<file path="src/rtl/dsp_mac_unit.sv">
// dsp_mac_unit: MMIO multiply-accumulate peripheral with a configurable
// pipeline, sticky overflow and RESULT reads that wait for the drain.
module dsp_mac_unit #(
    parameter int DATA_WIDTH = 16,
    parameter int ACC_WIDTH  = 40,
    parameter int LATENCY    = 2
) (
    input  logic        clk,
    input  logic        resetn,
    input  logic [2:0]  host_address,
    input  logic        host_write_en,
    input  logic        host_read_en,
    input  logic [31:0] host_write_data,
    output logic [31:0] host_read_data,
    output logic        host_ready,
    output logic        busy
);

    localparam int PW = 2 * DATA_WIDTH;
    localparam int HW = ACC_WIDTH - 32;
    localparam logic [31:0] HI_MASK = ~32'((64'd1 << HW) - 64'd1);

    localparam logic [2:0] ADDR_A    = 3'd0;
    localparam logic [2:0] ADDR_B    = 3'd1;
    localparam logic [2:0] ADDR_CTRL = 3'd2;
    localparam logic [2:0] ADDR_LO   = 3'd3;
    localparam logic [2:0] ADDR_HI   = 3'd4;
    localparam logic [2:0] ADDR_STAT = 3'd5;

    typedef enum logic [1:0] {
        RD_IDLE,
        RD_STALL,
        RD_WAIT_LOW
    } rd_state_t;

    logic [DATA_WIDTH-1:0] a_q, a_d;
    logic [1:0]            mode_q, mode_d;
    logic [ACC_WIDTH-1:0]  acc_q, acc_d;
    logic                  ovf_q, ovf_d;
    logic                  last_sgn_q, last_sgn_d;
    logic                  done_q, done_d;

    logic [LATENCY-1:0]    st_v_q, st_v_d;
    logic [LATENCY-1:0]    st_sgn_q, st_sgn_d;
    logic [LATENCY-1:0]    st_acc_q, st_acc_d;
    logic [ACC_WIDTH-1:0]  st_p_q [LATENCY];
    logic [ACC_WIDTH-1:0]  st_p_d [LATENCY];

    rd_state_t             rd_state_q, rd_state_d;
    logic [2:0]            rd_addr_q, rd_addr_d;
    logic                  ready_q, ready_d;
    logic [31:0]           rdata_q, rdata_d;

    logic                  issue;
    logic                  clr;
    logic [PW-1:0]         a_ext, b_ext, prod;
    logic [ACC_WIDTH-1:0]  iss_p, fin_p;
    logic                  fin_v, fin_sgn, fin_acc;
    logic [ACC_WIDTH:0]    sum;
    logic                  add_ovf;
    logic [63:0]           acc_pad;
    logic                  hi_ext;
    logic [31:0]           res_hi, rd_val;
    logic [2:0]            mux_addr;
    logic                  is_res;
    logic                  unused_wdata;

    assign issue = host_write_en && (host_address == ADDR_B);
    assign clr   = host_write_en && (host_address == ADDR_CTRL)
                   && host_write_data[2];
    assign unused_wdata = ^host_write_data;

    // Product is formed at issue so later A/CTRL writes cannot touch it.
    always_comb begin
        if (mode_q[0]) begin
            a_ext = PW'($signed(a_q));
            b_ext = PW'($signed(host_write_data[DATA_WIDTH-1:0]));
        end else begin
            a_ext = PW'(a_q);
            b_ext = PW'(host_write_data[DATA_WIDTH-1:0]);
        end
        prod = a_ext * b_ext;
        if (mode_q[0]) begin
            iss_p = ACC_WIDTH'($signed(prod));
        end else begin
            iss_p = ACC_WIDTH'(prod);
        end
    end

    always_comb begin
        st_v_d[0]   = issue;
        st_sgn_d[0] = mode_q[0];
        st_acc_d[0] = mode_q[1];
        st_p_d[0]   = iss_p;
        for (int i = 1; i < LATENCY; i++) begin
            st_v_d[i]   = st_v_q[i-1];
            st_sgn_d[i] = st_sgn_q[i-1];
            st_acc_d[i] = st_acc_q[i-1];
            st_p_d[i]   = st_p_q[i-1];
        end
    end

    assign fin_v   = st_v_q[LATENCY-1];
    assign fin_sgn = st_sgn_q[LATENCY-1];
    assign fin_acc = st_acc_q[LATENCY-1];
    assign fin_p   = st_p_q[LATENCY-1];
    assign busy    = |st_v_q;

    always_comb begin
        sum = {1'b0, acc_q} + {1'b0, fin_p};
        if (fin_sgn) begin
            add_ovf = (acc_q[ACC_WIDTH-1] == fin_p[ACC_WIDTH-1])
                      && (sum[ACC_WIDTH-1] != acc_q[ACC_WIDTH-1]);
        end else begin
            add_ovf = sum[ACC_WIDTH];
        end
    end

    always_comb begin
        a_d        = a_q;
        mode_d     = mode_q;
        acc_d      = acc_q;
        ovf_d      = ovf_q;
        last_sgn_d = last_sgn_q;
        done_d     = done_q;
        if (host_write_en && host_address == ADDR_A) begin
            a_d = host_write_data[DATA_WIDTH-1:0];
        end
        if (host_write_en && host_address == ADDR_CTRL) begin
            mode_d = host_write_data[1:0];
        end
        // A clear on the completion cycle means accumulate from zero.
        if (fin_v) begin
            last_sgn_d = fin_sgn;
            done_d     = 1'b1;
            if (clr) begin
                acc_d = fin_p;
                ovf_d = 1'b0;
            end else if (fin_acc) begin
                acc_d = sum[ACC_WIDTH-1:0];
                ovf_d = ovf_q | add_ovf;
            end else begin
                acc_d = fin_p;
            end
        end else if (clr) begin
            acc_d = '0;
            ovf_d = 1'b0;
        end
    end

    assign acc_pad = 64'(acc_q);
    assign hi_ext  = done_q & last_sgn_q & acc_q[ACC_WIDTH-1];
    assign res_hi  = acc_pad[63:32] | (hi_ext ? HI_MASK : 32'd0);

    always_comb begin
        mux_addr = (rd_state_q == RD_STALL) ? rd_addr_q : host_address;
        rd_val   = '0;
        unique case (mux_addr)
            ADDR_CTRL: rd_val = {30'd0, mode_q};
            ADDR_LO:   rd_val = acc_pad[31:0];
            ADDR_HI:   rd_val = res_hi;
            ADDR_STAT: rd_val = {30'd0, ovf_q, busy};
            default:   rd_val = '0;
        endcase
    end

    assign is_res = (host_address == ADDR_LO) || (host_address == ADDR_HI);

    always_comb begin
        rd_state_d = rd_state_q;
        rd_addr_d  = rd_addr_q;
        ready_d    = 1'b0;
        rdata_d    = '0;
        unique case (rd_state_q)
            RD_IDLE: begin
                if (host_read_en) begin
                    rd_addr_d = host_address;
                    if (is_res && (busy || issue)) begin
                        rd_state_d = RD_STALL;
                    end else begin
                        ready_d    = 1'b1;
                        rdata_d    = rd_val;
                        rd_state_d = RD_WAIT_LOW;
                    end
                end
            end
            RD_STALL: begin
                if (!busy && !issue) begin
                    ready_d    = 1'b1;
                    rdata_d    = rd_val;
                    rd_state_d = RD_WAIT_LOW;
                end
            end
            RD_WAIT_LOW: begin
                if (!host_read_en) begin
                    rd_state_d = RD_IDLE;
                end
            end
            default: rd_state_d = RD_WAIT_LOW;
        endcase
    end

    assign host_ready     = ready_q;
    assign host_read_data = rdata_q;

    always_ff @(posedge clk or negedge resetn) begin
        if (!resetn) begin
            a_q        <= '0;
            mode_q     <= '0;
            acc_q      <= '0;
            ovf_q      <= 1'b0;
            last_sgn_q <= 1'b0;
            done_q     <= 1'b0;
            st_v_q     <= '0;
            st_sgn_q   <= '0;
            st_acc_q   <= '0;
            for (int i = 0; i < LATENCY; i++) begin
                st_p_q[i] <= '0;
            end
            rd_state_q <= RD_WAIT_LOW;
            rd_addr_q  <= '0;
            ready_q    <= 1'b0;
            rdata_q    <= '0;
        end else begin
            a_q        <= a_d;
            mode_q     <= mode_d;
            acc_q      <= acc_d;
            ovf_q      <= ovf_d;
            last_sgn_q <= last_sgn_d;
            done_q     <= done_d;
            st_v_q     <= st_v_d;
            st_sgn_q   <= st_sgn_d;
            st_acc_q   <= st_acc_d;
            for (int i = 0; i < LATENCY; i++) begin
                st_p_q[i] <= st_p_d[i];
            end
            rd_state_q <= rd_state_d;
            rd_addr_q  <= rd_addr_d;
            ready_q    <= ready_d;
            rdata_q    <= rdata_d;
        end
    end

endmodule

</file>
<file path="config.mk">
export PLATFORM = sky130hd
export DESIGN_NAME = dsp_mac_unit
export DESIGN_NICKNAME = d
export VERILOG_FILES = /design/src/rtl/dsp_mac_unit.sv
export SDC_FILE = /design/constraint.sdc
export NUM_CORES = 1
export LEC_CHECK = 0
export ABC_CLOCK_PERIOD_IN_PS = 23100
export BUFFER_PORTS_ARGS = -buffer_cell sky130_fd_sc_hd__buf_2
export CAP_MARGIN = 25
export CORE_ASPECT_RATIO = 0.75
export CORE_UTILIZATION = 40
export CTS_BUF_LIST = sky130_fd_sc_hd__clkbuf_4 sky130_fd_sc_hd__clkbuf_8
export CTS_CLUSTER_DIAMETER = 50
export DETAILED_ROUTE_END_ITERATION = 8
export SLEW_MARGIN = 0
export SYNTH_ARGS = -nofsm -noshare
export SYNTH_HDL_FRONTEND = slang
export SYNTH_SLANG_ARGS = --single-unit
</file>
<file path="constraint.sdc">
create_clock -name clk -period 23.1 [get_ports clk]
set_input_delay 4.62 -clock clk [delete_from_list [all_inputs] [get_ports clk]]
set_output_delay 4.62 -clock clk [all_outputs]
set_load 0.1 [all_outputs]
</file>
==> flow_summary_export.csv <==
group,metric,value,unit
global_route,track_usage,0.205,
status,status,"finished, final reports clean",
global_route,grt_start_max_net_pins,65,
setup_path,critPathCaptureType,"register",
cells_and_area,multi_input_area,14900,um2
detailed_routing,drtPass1Iterations,5,
cells_and_area,fillers,4905,
worst_hold_path,min_to,"st_acc_q[1]",
cells_and_area,regArea,4280,um2
detailed_routing,drcViolationCount,0,
synth,yosys_warnings,0,
synth,syn_area,20700,um2
synth,ys_seq_elements,171,
setup_path,path_class,"input pin to register",
sta,hold_viol,0,
setup_path,r2r-start,"mode_q[0]",
sta,fin_crit,11.51,ns
sta,drv_slew,0,
global_route,overflow,0,
floorplan,ios,73,
floorplan,die_w,265,um
clock_network,cts-root-buf,"clkbuf_8",
synth,post_synth_num_cell_types,62,
floorplan,row_count,71,
cells_and_area,area_delta_synth_final,6.32,%
global_route,antenna_found_initial,2,
setup_path,worstReg2RegEnd,"st_p_d[29]",
floorplan,start_util,0.409,
synth,yosysSeqAreaShare,0.206,
global_route,grt_pass1_wl,83900,um
synth,synth-main-ff-cell,"dfrtp_1",
cells_and_area,nNetsFinal,2667,
clock_network,clk_pin_slew_worst_paths,0.11,ns
setup_path,r2r_cells,25,
clock_network,clk_path_buf_depth,2,
sta,finalCritPeriodShare,0.498,
sta,rsz0062_at_grt,"no",
clock_network,cts_setup_buffers,0,
global_route,use_met3,0.0360,
detailed_routing,drtIter0Drc,1097,
detailed_routing,ant_nets,0,
sta,skew,0.0319,ns
synth,syn-num-nets,2664,
sta,fin_setup_tns,0,ns
global_route,top_usage_layer,"met2",
clock_network,clock_latency,0.49,ns
clock_network,clock-sinks,171,
worst_hold_path,whs_path_depth,0,
floorplan,die_h,199,um
sta,setup_viol,0,
global_route,grt.met1_usage,0.308,
cells_and_area,drive_gt1_frac,0.0646,
floorplan,core,50600,um2
detailed_routing,vias,14462,
setup_path,critical_path.max_fanout,20,
worst_hold_path,hp-start,"st_acc_q[0]",
global_route,grt_pass1_vias,15390,
setup_path,critPathRequiredTime,23.49,ns
placed_design,routabilityCongestion,0.926,
setup_path,cp.arrival,11.89,ns
synth,synth_edf_count,0,
clock_network,cts_hold_buf,0,
worst_hold_path,hold_path.class,"register to register",
run,max_cap_violations,0,
synth,synthCells,2121,
cells_and_area,diodes,0,
placed_design,io_buffers,56,
sta,worst_slew_pin_slew,1.02,ns
clock_network,htreeDepth,4,
global_route,grtUsageMet2,0.313,
clock_network,cts_tree,"done",
sta,fmax,86.9,MHz
synth,synth.avg_cell_area,9.77,um2
synth,async_reset_ff_frac,1.00,
sta,relSlewSlack,0.321,
setup_path,rrSetupSlack,15.29,ns
floorplan,die-area,52800,um2
detailed_routing,routedWlPerCell,18.5,um
clock_network,ctsResizeCount,0,
detailed_routing,via_per_inst,5.18,
placed_design,dp_hpwl,41000,um
clock_network,cts_buffers,17,
detailed_routing,wl,51700,um
setup_path,startpoint_type,"input pin",
[cell usage in the layout, fill, tap and decap left out, types with 3 or more instances in the layout]
cell and instances:
o21a_1 8, mux2_2 20, xnor2_1 74, and2_1 171, a22o_1 10, a21oi_1 120
nor3_1 15, nand3_1 18, a22oi_1 11, or2_2 5, inv_1 334, buf_2 55
o31ai_1 3, o21ai_0 88, nand4_1 5, fa_1 335, and3_1 29, a21o_1 32
nand2b_1 9, nor3b_1 8, buf_4 11, a31oi_1 12, clkinv_4 4, nor2_1 62
nand2_1 217, o21bai_1 8, dfrtp_1 170, o211ai_1 6, xor2_1 28, mux2i_1 6
inv_6 4, nand3b_1 4, o21ai_1 3, nor2b_1 12, a211oi_1 9, clkbuf_8 18
ha_1 169
[kinds of logic after synthesis]
kind of cell / after synthesis / synth area share
adder cells (fa/ha/maj): 504 / 0.425
XOR/XNOR: 104 / 0.0447
AO/OA/AOI/OAI: 333 / 0.0967
multiplexers: 26 / 0.0138
buffers and inverters: 418 / 0.0762
flip-flops: 171 / 0.206
AND/OR/NAND/NOR: 565 / 0.137
[per-layer routing]
layer  share of wire  wire, um
met3           0.059      3050
met4          0.0078       402
met1            0.50     25800
met2            0.43     22400
met5         0.00033        17
[Yosys cell counts (all sizes together) (12+ instances only)]
| cell type | n | area (um2) |
|---|---|---|
| nand2 | 217 | 815 |
| dfrtp | 170 | 4250 |
| inv | 334 | 1250 |
| nor2b | 12 | 75.1 |
| mux2 | 20 | 225 |
| and3 | 30 | 189 |
| nor2 | 63 | 236 |
| xnor2 | 76 | 681 |
| a21o | 32 | 240 |
| a21oi | 122 | 622 |
| o21ai | 91 | 455 |
| fa | 335 | 6710 |
| a31oi | 12 | 75.1 |
| ha | 169 | 2110 |
| and2 | 171 | 1070 |
| nor3 | 15 | 75.1 |
| nand3 | 18 | 90.1 |
| clkbuf | 78 | 293 |
| xor2 | 28 | 245 |
[critical path, cell delays in order]
cell,delay [ns]
buf_2,0.42
nand2_1,0.20
fa_1,0.56
fa_1,0.49
inv_1,0.08
fa_1,0.80
inv_1,0.23
fa_1,0.57
inv_1,0.09
fa_1,0.51
inv_1,0.05
fa_1,0.55
fa_1,0.43
fa_1,0.49
inv_1,0.04
ha_1,0.32
and2_1,0.19
a22oi_1,0.24
nand2_1,0.12
nor2_1,0.11
o21ai_0,0.18
a31o_2,0.28
a21oi_1,0.17
xnor2_1,0.13
[final cells by class]
class	count	area share
multi-input combinational	1532	0.676
inverter	334	0.0569
clock inverter	12	0.00692
timing repair buffer	68	0.0174
clock buffer	19	0.0116
tap	657	0.0373
sequential	171	0.194
[sequential cells by signal (all words and copies together), names as in the netlist, 3 cells and up]
signal / count
host_read_data: 32
fin_p: 33
acc_q: 40
st_p_d: 33
a_q: 16
rd_addr_q: 3
[through the flow]
stage / area [um2] / utilization / setup WS [ns] / hold WS (ns) / instances
2_1_floorplan: 20700 / - / 11.76 / 0.331 / 2121
3_3_place_gp: 21600 / 0.427 / 11.14 / 0.334 / 2761
3_5_place_dp: 21600 / 0.427 / 11.13 / 0.335 / 2761
4_1_cts: 22000 / 0.435 / 11.61 / 0.326 / 2792
5_1_grt: 22000 / 0.435 / 11.15 / 0.345 / 2793
6_report: 22000 / 0.435 / 11.59 / 0.320 / 2793
[worst max path at each step]
stage,cells after the start,slack [ns],startpoint,to
after detailed placement,24,11.13,host_write_data[2],st_p_d[29]
after global routing,24,11.15,host_write_data[2],st_p_d[29]
after floorplan,25,11.76,host_write_data[2],st_p_d[29]
after CTS,24,11.61,host_write_data[2],st_p_d[29]
after global placement,24,11.14,host_write_data[2],st_p_d[29]
final,24,11.59,host_write_data[2],st_p_d[29]
Power is left out: the tool's default activity adds up to more than one toggle a clock period on the data nets, which glitch-free logic cannot reach.
